===== config.mk =====
export PLATFORM = sky130hd
export DESIGN_NAME = qrs_detect_flat
export DESIGN_NICKNAME = d
export VERILOG_FILES = /design/src/rtl/qrs_detect_if.sv /design/src/rtl/qrs_detect.sv /design/src/flat_wrapper.sv
export SDC_FILE = /design/constraint.sdc
export NUM_CORES = 1
export LEC_CHECK = 0
export CAP_MARGIN = 20
export CELL_PAD_IN_SITES_DETAIL_PLACEMENT = 0
export CELL_PAD_IN_SITES_GLOBAL_PLACEMENT = 2
export CORE_MARGIN = 8
export CORE_UTILIZATION = 35
export DETAILED_ROUTE_END_ITERATION = 12
export GPL_TIMING_DRIVEN = 0
export PLACE_DENSITY_LB_ADDON = 0.12
export RECOVER_POWER = 50
export SETUP_SLACK_MARGIN = 0.5
export SYNTH_ARGS = -nofsm -noshare
export SYNTH_HDL_FRONTEND = slang
export SYNTH_SLANG_ARGS = --single-unit

===== constraint.sdc =====
create_clock -name clock -period 5.4 [get_ports clock]
set_clock_uncertainty 0.15 [all_clocks]
set_input_delay 1.08 -clock clock [delete_from_list [all_inputs] [get_ports clock]]
set_output_delay 1.08 -clock clock [all_outputs]
set_load 0.03 [all_outputs]

===== src/rtl/qrs_detect_if.sv =====
// qrs_detect_if: sample stream in, beat/artifact events out for the QRS detector.
interface qrs_detect_if #(parameter int DATA_W = 12) ();
  logic [DATA_W-1:0] sample;
  logic              sample_valid;
  logic [DATA_W-1:0] threshold;
  logic              hb_detect;
  logic [DATA_W-1:0] peak_amp;
  logic              artifact;
  modport master (output sample, sample_valid, threshold, input hb_detect, peak_amp, artifact);
  modport slave  (input sample, sample_valid, threshold, output hb_detect, peak_amp, artifact);
endinterface


===== src/rtl/qrs_detect.sv =====
// qrs_detect: rising-slope QRS detector with width qualification and refractory hold.
// Optional ADAPT_THRESH_EN raises the threshold to half a running average of beat peaks.
module qrs_detect #(
    parameter int DATA_W          = 12,
    parameter int MIN_WIDTH       = 2,
    parameter int MAX_WIDTH       = 20,
    parameter int REFRACT_SAMPLES = 50
) (
    input logic         clock,
    input logic         reset,
    qrs_detect_if.slave bus
);
    localparam int W_W = $clog2(MAX_WIDTH + 1);
    localparam int R_W = $clog2(REFRACT_SAMPLES + 1);
    typedef enum logic [1:0] {PRIME, SEARCH, PEAK, REFRACT} state_t;
    state_t              state;
    logic [DATA_W-1:0]   x1, x2, slope_q, pk, thr;
    logic                slope_vld, prime_cnt, hit;
    logic [W_W-1:0]      width;
    logic [R_W-1:0]      rcnt;
    logic signed [DATA_W:0] diff;
    assign diff = $signed({1'b0, bus.sample}) - $signed({1'b0, x2});
    assign hit  = slope_q >= thr;
    always_ff @(posedge clock or negedge reset) begin
        if (!reset) begin
            x1        <= '0;
            x2        <= '0;
            slope_q   <= '0;
            slope_vld <= 1'b0;
        end else begin
            slope_vld <= bus.sample_valid;
            if (bus.sample_valid) begin
                x1      <= bus.sample;
                x2      <= x1;
                slope_q <= diff[DATA_W] ? '0 : diff[DATA_W-1:0];
            end
        end
    end
`ifdef ADAPT_THRESH_EN
    logic [DATA_W-1:0] avg;
    assign thr = (bus.threshold > (avg >> 1)) ? bus.threshold : (avg >> 1);
    always_ff @(posedge clock or negedge reset) begin
        if (!reset)
            avg <= '0;
        else if (slope_vld && state == PEAK && !hit && width >= W_W'(MIN_WIDTH))
            avg <= avg - (avg >> 3) + (pk >> 3);
    end
`else
    assign thr = bus.threshold;
`endif
    always_ff @(posedge clock or negedge reset) begin
        if (!reset) begin
            state         <= PRIME;
            prime_cnt     <= 1'b0;
            width         <= '0;
            rcnt          <= '0;
            pk            <= '0;
            bus.hb_detect <= 1'b0;
            bus.artifact  <= 1'b0;
            bus.peak_amp  <= '0;
        end else begin
            bus.hb_detect <= 1'b0;
            bus.artifact  <= 1'b0;
            if (slope_vld) begin
                case (state)
                    PRIME: begin
                        prime_cnt <= 1'b1;
                        if (prime_cnt) state <= SEARCH;
                    end
                    SEARCH: if (hit) begin
                        state <= PEAK;
                        width <= W_W'(1);
                        pk    <= slope_q;
                    end
                    PEAK: if (hit) begin
                        pk <= (slope_q > pk) ? slope_q : pk;
                        // Width saturates at MAX_WIDTH-1; the step that would reach MAX_WIDTH rejects instead.
                        if (width == W_W'(MAX_WIDTH - 1)) begin
                            bus.artifact <= 1'b1;
                            state        <= REFRACT;
                            rcnt         <= '0;
                        end else
                            width <= width + W_W'(1);
                    end else if (width >= W_W'(MIN_WIDTH)) begin
                        bus.hb_detect <= 1'b1;
                        bus.peak_amp  <= pk;
                        state         <= REFRACT;
                        rcnt          <= '0;
                    end else
                        state <= SEARCH;
                    REFRACT: begin
                        if (rcnt == R_W'(REFRACT_SAMPLES - 1)) state <= SEARCH;
                        else rcnt <= rcnt + R_W'(1);
                    end
                endcase
            end
        end
    end
endmodule


===== src/flat_wrapper.sv =====
// flat-port wrapper written by rule: the top's interface ports become plain ports
module qrs_detect_flat 
#(
    parameter int DATA_W          = 12,
    parameter int MIN_WIDTH       = 2,
    parameter int MAX_WIDTH       = 20,
    parameter int REFRACT_SAMPLES = 50
)
  (clock, reset, bus_sample, bus_sample_valid, bus_threshold, bus_hb_detect, bus_peak_amp, bus_artifact);
  qrs_detect_if #(.DATA_W(DATA_W)) bus_i ();
  input logic clock;
  input logic reset;
  input wire logic [$bits(bus_i.sample)-1:0] bus_sample;
  input wire logic [$bits(bus_i.sample_valid)-1:0] bus_sample_valid;
  input wire logic [$bits(bus_i.threshold)-1:0] bus_threshold;
  output wire logic [$bits(bus_i.hb_detect)-1:0] bus_hb_detect;
  output wire logic [$bits(bus_i.peak_amp)-1:0] bus_peak_amp;
  output wire logic [$bits(bus_i.artifact)-1:0] bus_artifact;
  assign bus_i.sample = bus_sample;
  assign bus_i.sample_valid = bus_sample_valid;
  assign bus_i.threshold = bus_threshold;
  assign bus_hb_detect = bus_i.hb_detect;
  assign bus_peak_amp = bus_i.peak_amp;
  assign bus_artifact = bus_i.artifact;
  qrs_detect #(.DATA_W(DATA_W), .MIN_WIDTH(MIN_WIDTH), .MAX_WIDTH(MAX_WIDTH), .REFRACT_SAMPLES(REFRACT_SAMPLES)) u_core (.clock(clock), .reset(reset), .bus(bus_i));
endmodule

==> flow_metrics.tcl <==
set metrics [dict create \
    final.setup.worst_slack_ns 1.87 \
    rows 41 \
    r2r_start "u_core.x2[0]$_DFFE_PN0P_" \
    avgSynthCellArea_um2 10.3 \
    cts-root-buf "clkbuf_16" \
    min_to "u_core.prime_cnt$_DFFE_PN0P_" \
    cts.htree.levels 3 \
    power.switching_uw 799 \
    final_cells 673 \
    async_flop_share 1.00 \
    yosys.area.top_type "dfrtp_1" \
    fin_crit_ns 3.53 \
    rr_worst_depth 10 \
    die_y_um 130 \
    insertion_delay_ns 0.34 \
    netlist_area_um2 4570 \
    wire_per_inst_um 14.9 \
    crit_path_max_fanout 10 \
    dr.max_layer_used "met4" \
    hpwl_um 7720 \
    place_area_um2 5210 \
    clk_pin_slew_ns 0.06 \
    met1_length_um 4490 \
    place_ws_ns 1.49 \
    final_common_cell "dfrtp_1" \
    p_seq_frac 0.354 \
    cts_setup_buffers 0 \
    cts_num_sinks 77 \
    p_sw_frac 0.341 \
    crit_type "input port to flip-flop" \
    ir_worst_vdd_mv 0.236 \
    drcViolationCount 0 \
    rsz0062_at_grt "false" \
    yosys.area_share.simple 0.115 \
    slew_headroom 0.0276 \
    synth_top_family_by_area "compound AO/OA/AOI/OAI gates" \
    final_cell_mix "dfrtp_1, inv_1, ha_1" \
    numCtsBuffers 9 \
    drt_first_iter_violations 129 \
    die_area_um2 17000 \
    grt_max_degree 56 \
    drive_above_1_share 0.132 \
    antenna_cells 0 \
    layout.nets 569 \
    maxCapViolCount 0 \
    die_w_um 130 \
    ys_types 57 \
    period_share 0.654 \
    dp_cells 657 \
    initial_utilization 0.361 \
    ys_ff_latch 77 \
    status "finished clean" \
    grt_pass1_wl_um 17000 \
    dr.pass1.iters 4 \
    viasPerCell 4.88 \
    cts_tree "done" \
    syn_inst 444 \
    grt_util_all_layers 0.131 \
    setup_tns_ns 0 \
    p_int_uw 1540 \
    overflow 0 \
    hold_viol 0 \
    setup_viol 0 \
    yosys-top-cells-area "dfrtp_1, ha_1, mux2_2, inv_1, o21ai_0" \
    ys.flop_type "dfrtp_1" \
    final_cell_area_um2 5540 \
    io_pins 41 \
    max_freq_mhz 283 \
    vias 3283 \
    syn_nets 517 \
    port_buffers 40 \
    synth_compound_area_frac 0.151 \
    cp.arrival_ns 3.60 \
    start_kind "input port" \
    r2r_end "u_core.slope_q[11]$_DFFE_PN0P_" \
    syn_to_final_growth_pct 21.2 \
    synth_xor_area_frac 0.0134 \
    wl_met2_um 5030 \
    grt_pass1_vias 3405 \
    end_kind "flip-flop" \
    worst_pin_slew_ns 1.46 \
    rrSetupSlack_ns 2.75 \
    synth_top_area_share 0.422 \
    synth-edff-count 0 \
    p_clk_frac 0.287 \
    finalMaxSlewViolations 0 \
    p_leak_uw 0.00255 \
    p_comb_frac 0.360 \
    place.gp.congestion 0.774 \
    yosys_warnings 0 \
    synth_fa_ha_area_frac 0.128 \
    worstHoldPathCells 1 \
    clockBufferDepth 2 \
    core_um2 12700 \
    route.met3.wl_um 382 \
    synth-seq-area-share 0.422 \
    ant_nets 0 \
    routed_wl_um 10000 \
    required_ns 5.47 \
    powerDensity_nw_per_um2 423 \
    antenna_found_initial 0 \
    postCtsHoldBufs 0 \
    holdCritStartpoint "u_core.prime_cnt$_DFFE_PN0P_" \
    synthMuxAreaShare 0.106 \
    post_cts_resized 0 \
    worstHoldPathType "flip-flop to flip-flop" \
]
==> synth_stat cells, types with 2 or more instances <==
cell type / n
nor3_1: 5
nand2b_1: 4
inv_1: 54
o21ai_0: 31
ha_1: 45
o311ai_0: 4
dfrtp_1: 77
a22o_1: 6
o211ai_1: 3
buf_4: 2
xnor2_1: 4
nand3b_1: 6
o31ai_1: 7
nand2_1: 27
mux2i_1: 8
nand4_1: 4
nor2b_1: 8
a21o_1: 7
mux2_4: 9
and2_1: 5
mux2_2: 24
a21oi_2: 3
nand3_1: 15
o2bb2ai_1: 2
a21oi_1: 18
nor4_1: 3
a31o_2: 2
buf_1: 2
clkbuf_1: 8
nor2_1: 13
xor2_1: 3
and3_1: 5
a31oi_1: 4
o21a_1: 3
==> cell families after synthesis <==
family,Yosys count
muxes,41
DFF,77
buffers and inverters,70
xor gates and xnor gates,7
adders and majority gates,46
and+or+nand+nor,101
AOI/OAI and AO/OA,102
==> power by group through the flow <==
stage | clock network (uW) | logic [uW] | registers, uW
global placement | 0 | 841 | 841
global route | 721 | 959 | 855
CTS | 698 | 862 | 834
floorplan | 0 | 559 | 872
finish | 671 | 842 | 829
detailed placement | 0 | 856 | 845
==> metrics by stage <==
stage / util / power [uW] / hold WS (ns)
after global placement: 0.409 / 1680 / 0.281
after detailed placement: 0.411 / 1700 / 0.297
final: 0.437 / 2340 / 0.301
after floorplan: - / 1430 / 0.269
after CTS: 0.438 / 2390 / 0.312
after global routing: 0.437 / 2530 / 0.329
==> per-layer routing <==
| metal | up-vias | global-route usage |
|---|---|---|
| met2 | 32 | 0.223 |
| met5 | - | 0 |
| met1 | 1567 | 0.153 |
| met4 | 0 | 0.0369 |
| li1 | 1677 | - |
| met3 | 7 | 0.0437 |
==> cell type report <==
class / instances / area (um2)
Fill cell: 1257 / 7130
Inverter: 55 / 209
Clock buffer: 11 / 253
Buffer: 15 / 88.8
Tap cell: 172 / 215
Clock inverter: 5 / 81.3
Sequential cell: 77 / 1930
Multi-Input combinational cell: 297 / 2350
Timing Repair Buffer: 41 / 422
==> state kept, by name, indices dropped and copies added, names as in the netlist <==
signal and cells:
u_core.x2 12, u_core.x1 12, u_core.state 2, u_core.bus.peak_amp 12
u_core.bus.hb_detect 1, u_core.prime_cnt 1, u_core.slope_q 12, u_core.rcnt 6
u_core.bus.artifact 1, u_core.pk 12, u_core.width 5, u_core.slope_vld 1
==> worst max-delay path by stage <==
stage,startpoint,endpoint,slack (ns),depth (start not counted)
5_1_grt,bus_sample[0],u_core.slope_q[8]$_DFFE_PN0P_,1.67,12
3_3_place_gp,reset,u_core.x2[10]$_DFFE_PN0P_,0.19,1
6_report,bus_sample[0],u_core.slope_q[11]$_DFFE_PN0P_,1.87,12
4_1_cts,bus_sample[0],u_core.slope_q[11]$_DFFE_PN0P_,1.85,12
2_1_floorplan,bus_sample[0],u_core.slope_q[5]$_DFFE_PN0P_,2.23,10
3_5_place_dp,bus_sample[0],u_core.slope_q[11]$_DFFE_PN0P_,1.49,12
==> critical path, cell delays in order <==
cell,delay [ns]
clkdlybuf4s50_1,0.42
inv_1,0.06
ha_1,0.18
inv_1,0.06
fa_1,0.40
a21o_1,0.19
a21oi_2,0.19
o31ai_1,0.18
a311o_1,0.38
buf_2,0.20
a31oi_1,0.17
nand3_1,0.09
Power figures use the tool's default switching activity.
